===== src/rtl/fifo_pkg.sv =====
// Shared definitions for the 16x8 synchronous FIFO and its read-side packer.
package fifo_pkg;

  localparam int FIFO_DEPTH = 16;
  localparam int FIFO_DW    = 8;
  localparam int MAX_BPW    = 8;

  typedef enum logic {
    PK_FILL = 1'b0,
    PK_FULL = 1'b1
  } pk_state_t;

  // Thermometer mask with the low cnt bits set; widened by one bit so cnt == MAX_BPW works.
  function automatic logic [MAX_BPW-1:0] keep_mask(input int unsigned cnt);
    logic [MAX_BPW:0] t;
    t = (MAX_BPW+1)'(1) << cnt;
    t = t - (MAX_BPW+1)'(1);
    return t[MAX_BPW-1:0];
  endfunction

endpackage


===== src/rtl/stream_out_reg.sv =====
// Single-entry valid/ready output register; contents hold while the consumer stalls.
module stream_out_reg #(
  parameter int W  = 32,
  parameter int KW = 4
) (
  input  logic          clk,
  input  logic          rst,
  input  logic          load,
  input  logic [W-1:0]  load_data,
  input  logic [KW-1:0] load_keep,
  output logic          free,
  output logic [W-1:0]  m_data,
  output logic [KW-1:0] m_keep,
  output logic          m_valid,
  input  logic          m_ready
);

  // Empty, or the held word leaves on this edge.
  assign free = !m_valid || m_ready;

  always_ff @(posedge clk) begin
    if (!rst) begin
      m_valid <= 1'b0;
      m_data  <= '0;
      m_keep  <= '0;
    end else if (load) begin
      m_valid <= 1'b1;
      m_data  <= load_data;
      m_keep  <= load_keep;
    end else if (m_ready) begin
      m_valid <= 1'b0;
    end
  end

endmodule


===== src/rtl/fifo_rd_packer.sv =====
// Drains the FIFO one byte per clock and packs BPW bytes little-endian into a valid/ready word.
module fifo_rd_packer
  import fifo_pkg::*;
#(
  parameter int BPW = 4,
  parameter int DW  = 8
) (
  input  logic              clk,
  input  logic              rst,
  input  logic [DW-1:0]     fifo_dout,
  input  logic              fifo_empty,
  input  logic              fifo_full,
  input  logic              fifo_wr_en,
  output logic              fifo_rd_en,
  input  logic              flush,
  output logic [BPW*DW-1:0] m_data,
  output logic [BPW-1:0]    m_keep,
  output logic              m_valid,
  input  logic              m_ready,
  output logic              busy
);

  localparam int CW = $clog2(BPW + 1);
  localparam logic [CW-1:0] CNT_FULL = CW'(BPW);

  pk_state_t         state, state_nx;
  logic [CW-1:0]     byte_cnt, cnt_cap, cnt_eff;
  logic              inflight, flush_pend;
  logic [BPW*DW-1:0] asm_q, asm_cur;
  logic [BPW-1:0]    word_keep;
  logic              full_done, fl_done, word_rdy, xfer, out_free;
  logic              flush_set, wr_fire, rd_fire;

  // Assembly view including the byte landing this cycle; a completed word can leave
  // on the same edge as its last capture, which is what keeps reads back-to-back.
  always_comb begin
    // NOTE: every combinational output gets a default first, so no path leaves a latch.
    asm_cur = asm_q;
    for (int i = 0; i < BPW; i++) begin
      if (inflight && byte_cnt == CW'(i)) asm_cur[i*DW +: DW] = fifo_dout;
    end
    cnt_cap   = byte_cnt + CW'(inflight);
    word_keep = BPW'(keep_mask(32'(cnt_cap)));
  end

  // Output process: word completion, transfer and read strobe.
  always_comb begin
    full_done  = (state == PK_FILL) && inflight && (cnt_cap == CNT_FULL);
    fl_done    = (state == PK_FILL) && flush_pend && !inflight;
    word_rdy   = (state == PK_FULL) || full_done || fl_done;
    xfer       = word_rdy && out_free;
    flush_set  = flush && (state == PK_FILL) && !full_done && ((byte_cnt != '0) || inflight);
    cnt_eff    = xfer ? '0 : cnt_cap;
    wr_fire    = fifo_wr_en && !fifo_full;
    fifo_rd_en = rst && !fifo_empty && (cnt_eff < CNT_FULL) && !(flush_pend && !xfer);
    rd_fire    = fifo_rd_en && !wr_fire;
  end

  // Next-state process: park in FULL only while the output register is occupied.
  always_comb begin
    state_nx = state;
    case (state)
      PK_FILL: if ((full_done || fl_done) && !out_free) state_nx = PK_FULL;
      PK_FULL: if (out_free) state_nx = PK_FILL;
      default: state_nx = PK_FILL;
    endcase
  end

  always_ff @(posedge clk) begin
    if (!rst) state <= PK_FILL;
    else      state <= state_nx;
  end

  // NOTE: sequential state uses non-blocking assignments only; the assembly register is
  // reset too, since zero upper lanes are what zero-fill a partial word.
  always_ff @(posedge clk) begin
    if (!rst) begin
      byte_cnt   <= '0;
      inflight   <= 1'b0;
      flush_pend <= 1'b0;
      asm_q      <= '0;
    end else begin
      inflight <= rd_fire;
      if (xfer) begin
        byte_cnt   <= '0;
        flush_pend <= 1'b0;
        asm_q      <= '0;
      end else begin
        byte_cnt   <= cnt_cap;
        flush_pend <= flush_pend || flush_set;
        asm_q      <= asm_cur;
      end
    end
  end

  stream_out_reg #(.W(BPW*DW), .KW(BPW)) u_out (
    .clk       (clk),
    .rst       (rst),
    .load      (xfer),
    .load_data (asm_cur),
    .load_keep (word_keep),
    .free      (out_free),
    .m_data    (m_data),
    .m_keep    (m_keep),
    .m_valid   (m_valid),
    .m_ready   (m_ready)
  );

  assign busy = m_valid || inflight || (byte_cnt != '0) || flush_pend;

endmodule


===== config.mk =====
export PLATFORM = sky130hd
export DESIGN_NAME = fifo_rd_packer
export DESIGN_NICKNAME = d
export VERILOG_FILES = /design/src/rtl/fifo_pkg.sv /design/src/rtl/stream_out_reg.sv /design/src/rtl/fifo_rd_packer.sv
export SDC_FILE = /design/constraint.sdc
export NUM_CORES = 1
export LEC_CHECK = 0
export ABC_AREA = 1
export CELL_PAD_IN_SITES_DETAIL_PLACEMENT = 1
export CELL_PAD_IN_SITES_GLOBAL_PLACEMENT = 2
export CORE_MARGIN = 3
export CORE_UTILIZATION = 31
export DETAILED_ROUTE_END_ITERATION = 16
export PLACE_DENSITY = 0.8
export SYNTH_ARGS = -nofsm -noshare
export SYNTH_HDL_FRONTEND = slang
export SYNTH_SLANG_ARGS = --single-unit
export TNS_END_PERCENT = 30

===== constraint.sdc =====
create_clock -name clk -period 4.3 [get_ports clk]
set_input_delay 0.43 -clock clk [delete_from_list [all_inputs] [get_ports clk]]
set_output_delay 0.43 -clock clk [all_outputs]
set_load 0.05 [all_outputs]

==> metrics.txt <==
result of the run complete, no violations; Initial Util 0.325; min setup slack post-route roughly 1.2 ns; via density per instance roughly 4.6; Max-slew headroom 0.487; clock net sink count 75; sequential standard cell area 1500 µm²; cell area power density approximately 440 nW/µm²; part of the total power dissipated in the clock network 0.337; clock tree from TritonCTS yes; largest family of logic cells by synthesized area simple AND/OR/NAND/NOR gates; most used cells in the layout excluding fill and tap cells nand2_1 (120), nor2_1 (81), dfxtp_1 (75); total congestion overflow after global routing 0; total via count after detailed routing around 3000; Die W ~110 µm; kind of launch point of the worst setup path flip-flop; number of library cell types mapped by synthesis 20; net count of the mapped netlist approximately 500; net count reported at finish between 500 and 600; Final Hold Vio Count 0; Comb pwr share 0.232; critical path's slowest cell clkdlybuf4s50_1; average wire per cell in the routed design around 13 µm; number of levels in the clock H-tree 3; Multi-input gate area roughly 1400 µm²; vias in the first global route 3042; final worst path period share 0.725; Vert. Die Dim approximately 110 µm; max-capacitance violation count 0; number of buffers on the longest clock path 2; mean area per synthesized cell between 6 and 7 µm²; Synth Area in Compound Gates 0.0586; worst min-delay path class reg -> reg; Die Footprint ~12000 µm²; growth of design area from synthesis to finish 24.5%; end of the worst register-to-register path u_out.m_data[18]$_SDFFE_PN0P_; maximum resistive drop on vdd roughly 180 µV; Period minus WS final around 3.1 ns; transition at the pin with the smallest max-transition slack roughly 0.77 ns; top-level port count 54; first-pass GRT wire length between 10000 and 15000 µm; Routability Congestion 0.699; TritonCTS buffer count 9; net switching component of the power 555 µW; crit path kind reg -> out; Detailed Routing Iterations Pass 1 4; worst min-delay path endpoint u_out.m_data[18]$_SDFFE_PN0P_; final setup vio count 0; quantity of hold-fixing buffers added after cts 0; Sequential Power Share 0.431; initial DRC count between 100 and 150; Leak Pwr approximately 1.7 nW; worst setup timing slack at the placement stage 1.45 ns; critical path required time between 3 and 4 ns; root buffer cell clkbuf_8; final core utilization 0.404; maximum number of pins on one net before global-route repair 73; flop2flop setup slack roughly 2.0 ns; total global routing track utilization 0.160; DRC errors left 0; Synth Area in Simple Gates 0.358; R2R Path Start byte_cnt[0]$_SDFF_PP0_; Antenna Diode Count 0; instance count along the most critical hold path 2; sw frac 0.315; highest attainable clock frequency 321 MHz; count of placed standard cells including taps 640; most common cell after layout, fill and taps aside nand2_1; number of nets with antenna violations after detailed routing 0; largest stage delay on the critical path between 0.7 and 0.8 ns; initial antenna violation count 0; Syn. warnings 0; count of placed standard cells in the final layout, fillers left out around 660; final number of max-transition violations 0; library cell appearing most often on the critical path nand2_1; portion of netlist area occupied by mux cells 0; cells along the critical path ha_1 -> ha_1 -> inv_1 -> nand2_1 -> nor2_1 -> nand2_1 -> nand2_2 -> nand2_2 -> nand2_1 -> nand2_1 -> inv_1 -> clkdlybuf4s50_1; Fillers 1284; half-perimeter wire length of the detailed placement result ~5600 µm; placeable core region around 10000 µm²; CTS clk-pin slew, worst paths 0.07 ns; instance count of the mapped netlist 477; ratio of cells with drive above 1 in the final layout 0.0479; Port Buf Inserts 53; largest clock skew in the final design approximately 0.010 ns; data arrival time of the worst path 2.69 ns; worst reg-to-reg path cell count 11; Setup Fix Bufs, Post-CTS 0; unrepaired setup endpoints after global routing no; Seq/Total Area, Yosys 0.462; category of the worst setup path capture point primary output; synthesized-area fraction occupied by xor and xnor cells 0; HP Start u_out.m_data[18]$_SDFFE_PN0P_; adder and majority cell fraction of the synthesized area 0.0116; final total negative setup slack 0 ns; standard-cell rows 36; number of register bits inferred by synthesis 75; later-pin clock latency in the skew report around 0.34 ns; mapped cell area around 3200 µm²; Post-Route WL ~8700 µm; post-cts gate resize count 0; internal cell power roughly 1.2 mW; biggest fanout along the worst timing path 4
logic make-up after synthesis:
| logic type | Yosys count |
|---|---|
| compound gates | 38 |
| fa+ha+maj | 3 |
| buf+inv | 83 |
| flops | 75 |
| simple gates | 278 |
routing by layer:
layer,track usage,vias to the layer above,routed length [µm]
met3,0.0322,12,190
met2,0.265,35,4090
met5,0,-,0
met1,0.207,1396,4240
met4,0.0586,0,185
li1,-,1556,-
final cells by class:
type / instances / area share
Tap cell: 133 / 0.0412
Sequential cell: 75 / 0.371
Clock buffer: 10 / 0.0340
Timing Repair Buffer: 57 / 0.139
Inverter: 56 / 0.0520
Clock inverter: 5 / 0.0192
Multi-Input combinational cell: 319 / 0.344
through the flow:
stage | area [µm²] | power (mW) | hold slack, ns
after floorplan | 3250 | 1.07 | 0.470
final | 4040 | 1.77 | 0.481
after global placement | 3830 | 1.19 | 0.460
after CTS | 4040 | 1.79 | 0.487
after detailed placement | 3830 | 1.19 | 0.468
after global routing | 4040 | 1.87 | 0.508
worst max path at each step:
stage | to | from | cells past startpoint | slack [ns]
after floorplan | fifo_rd_en | byte_cnt[0]$_SDFF_PP0_ | 11 | 2.14
after global placement | fifo_rd_en | rst | 7 | 1.49
after detailed placement | fifo_rd_en | rst | 7 | 1.45
after CTS | fifo_rd_en | byte_cnt[0]$_SDFF_PP0_ | 12 | 1.14
after global routing | fifo_rd_en | byte_cnt[0]$_SDFF_PP0_ | 12 | 0.96
final | fifo_rd_en | byte_cnt[0]$_SDFF_PP0_ | 12 | 1.18
state kept, by name, indices dropped and copies added, names as in the netlist:
name and flops:
inflight 1, state 1, u_out.m_valid 1, u_out.m_data 32, asm_q 32, byte_cnt 3, flush_pend 1, u_out.m_keep 4
power by group through the flow:
stage / sequential (mW) / combinational [mW] / clock, mW
floorplan: 0.894 / 0.173 / 0
global placement: 0.776 / 0.412 / 0
detailed placement: 0.778 / 0.415 / 0
CTS: 0.762 / 0.416 / 0.612
global route: 0.768 / 0.450 / 0.648
finish: 0.761 / 0.409 / 0.595
worst max-delay path, delay by kind of cell (launching register included):
family / cells / cell delay (ns)
fa+ha+maj: 2 / 0.48
flops: 1 / 0.36
buf+inv: 3 / 0.95
simple gates: 7 / 0.57
Yosys cell counts:
library cell / number / area [µm²]
nor2_1: 81 / 304
clkbuf_1: 5 / 18.8
clkinv_1: 1 / 3.75
a21oi_1: 37 / 185
nand2_2: 2 / 12.5
nand2_4: 1 / 11.3
dfxtp_1: 75 / 1500
nand4_1: 2 / 12.5
nand3b_1: 1 / 7.51
o21ai_0: 1 / 5.00
ha_1: 3 / 37.5
nor2_4: 1 / 11.3
buf_1: 2 / 7.51
or2_2: 1 / 6.26
buf_6: 3 / 33.8
nand2_1: 120 / 450
nand3_1: 68 / 340
nor2_2: 1 / 6.26
buf_2: 17 / 85.1
inv_1: 55 / 206
Note: power is estimated with default switching activity, not from simulation.
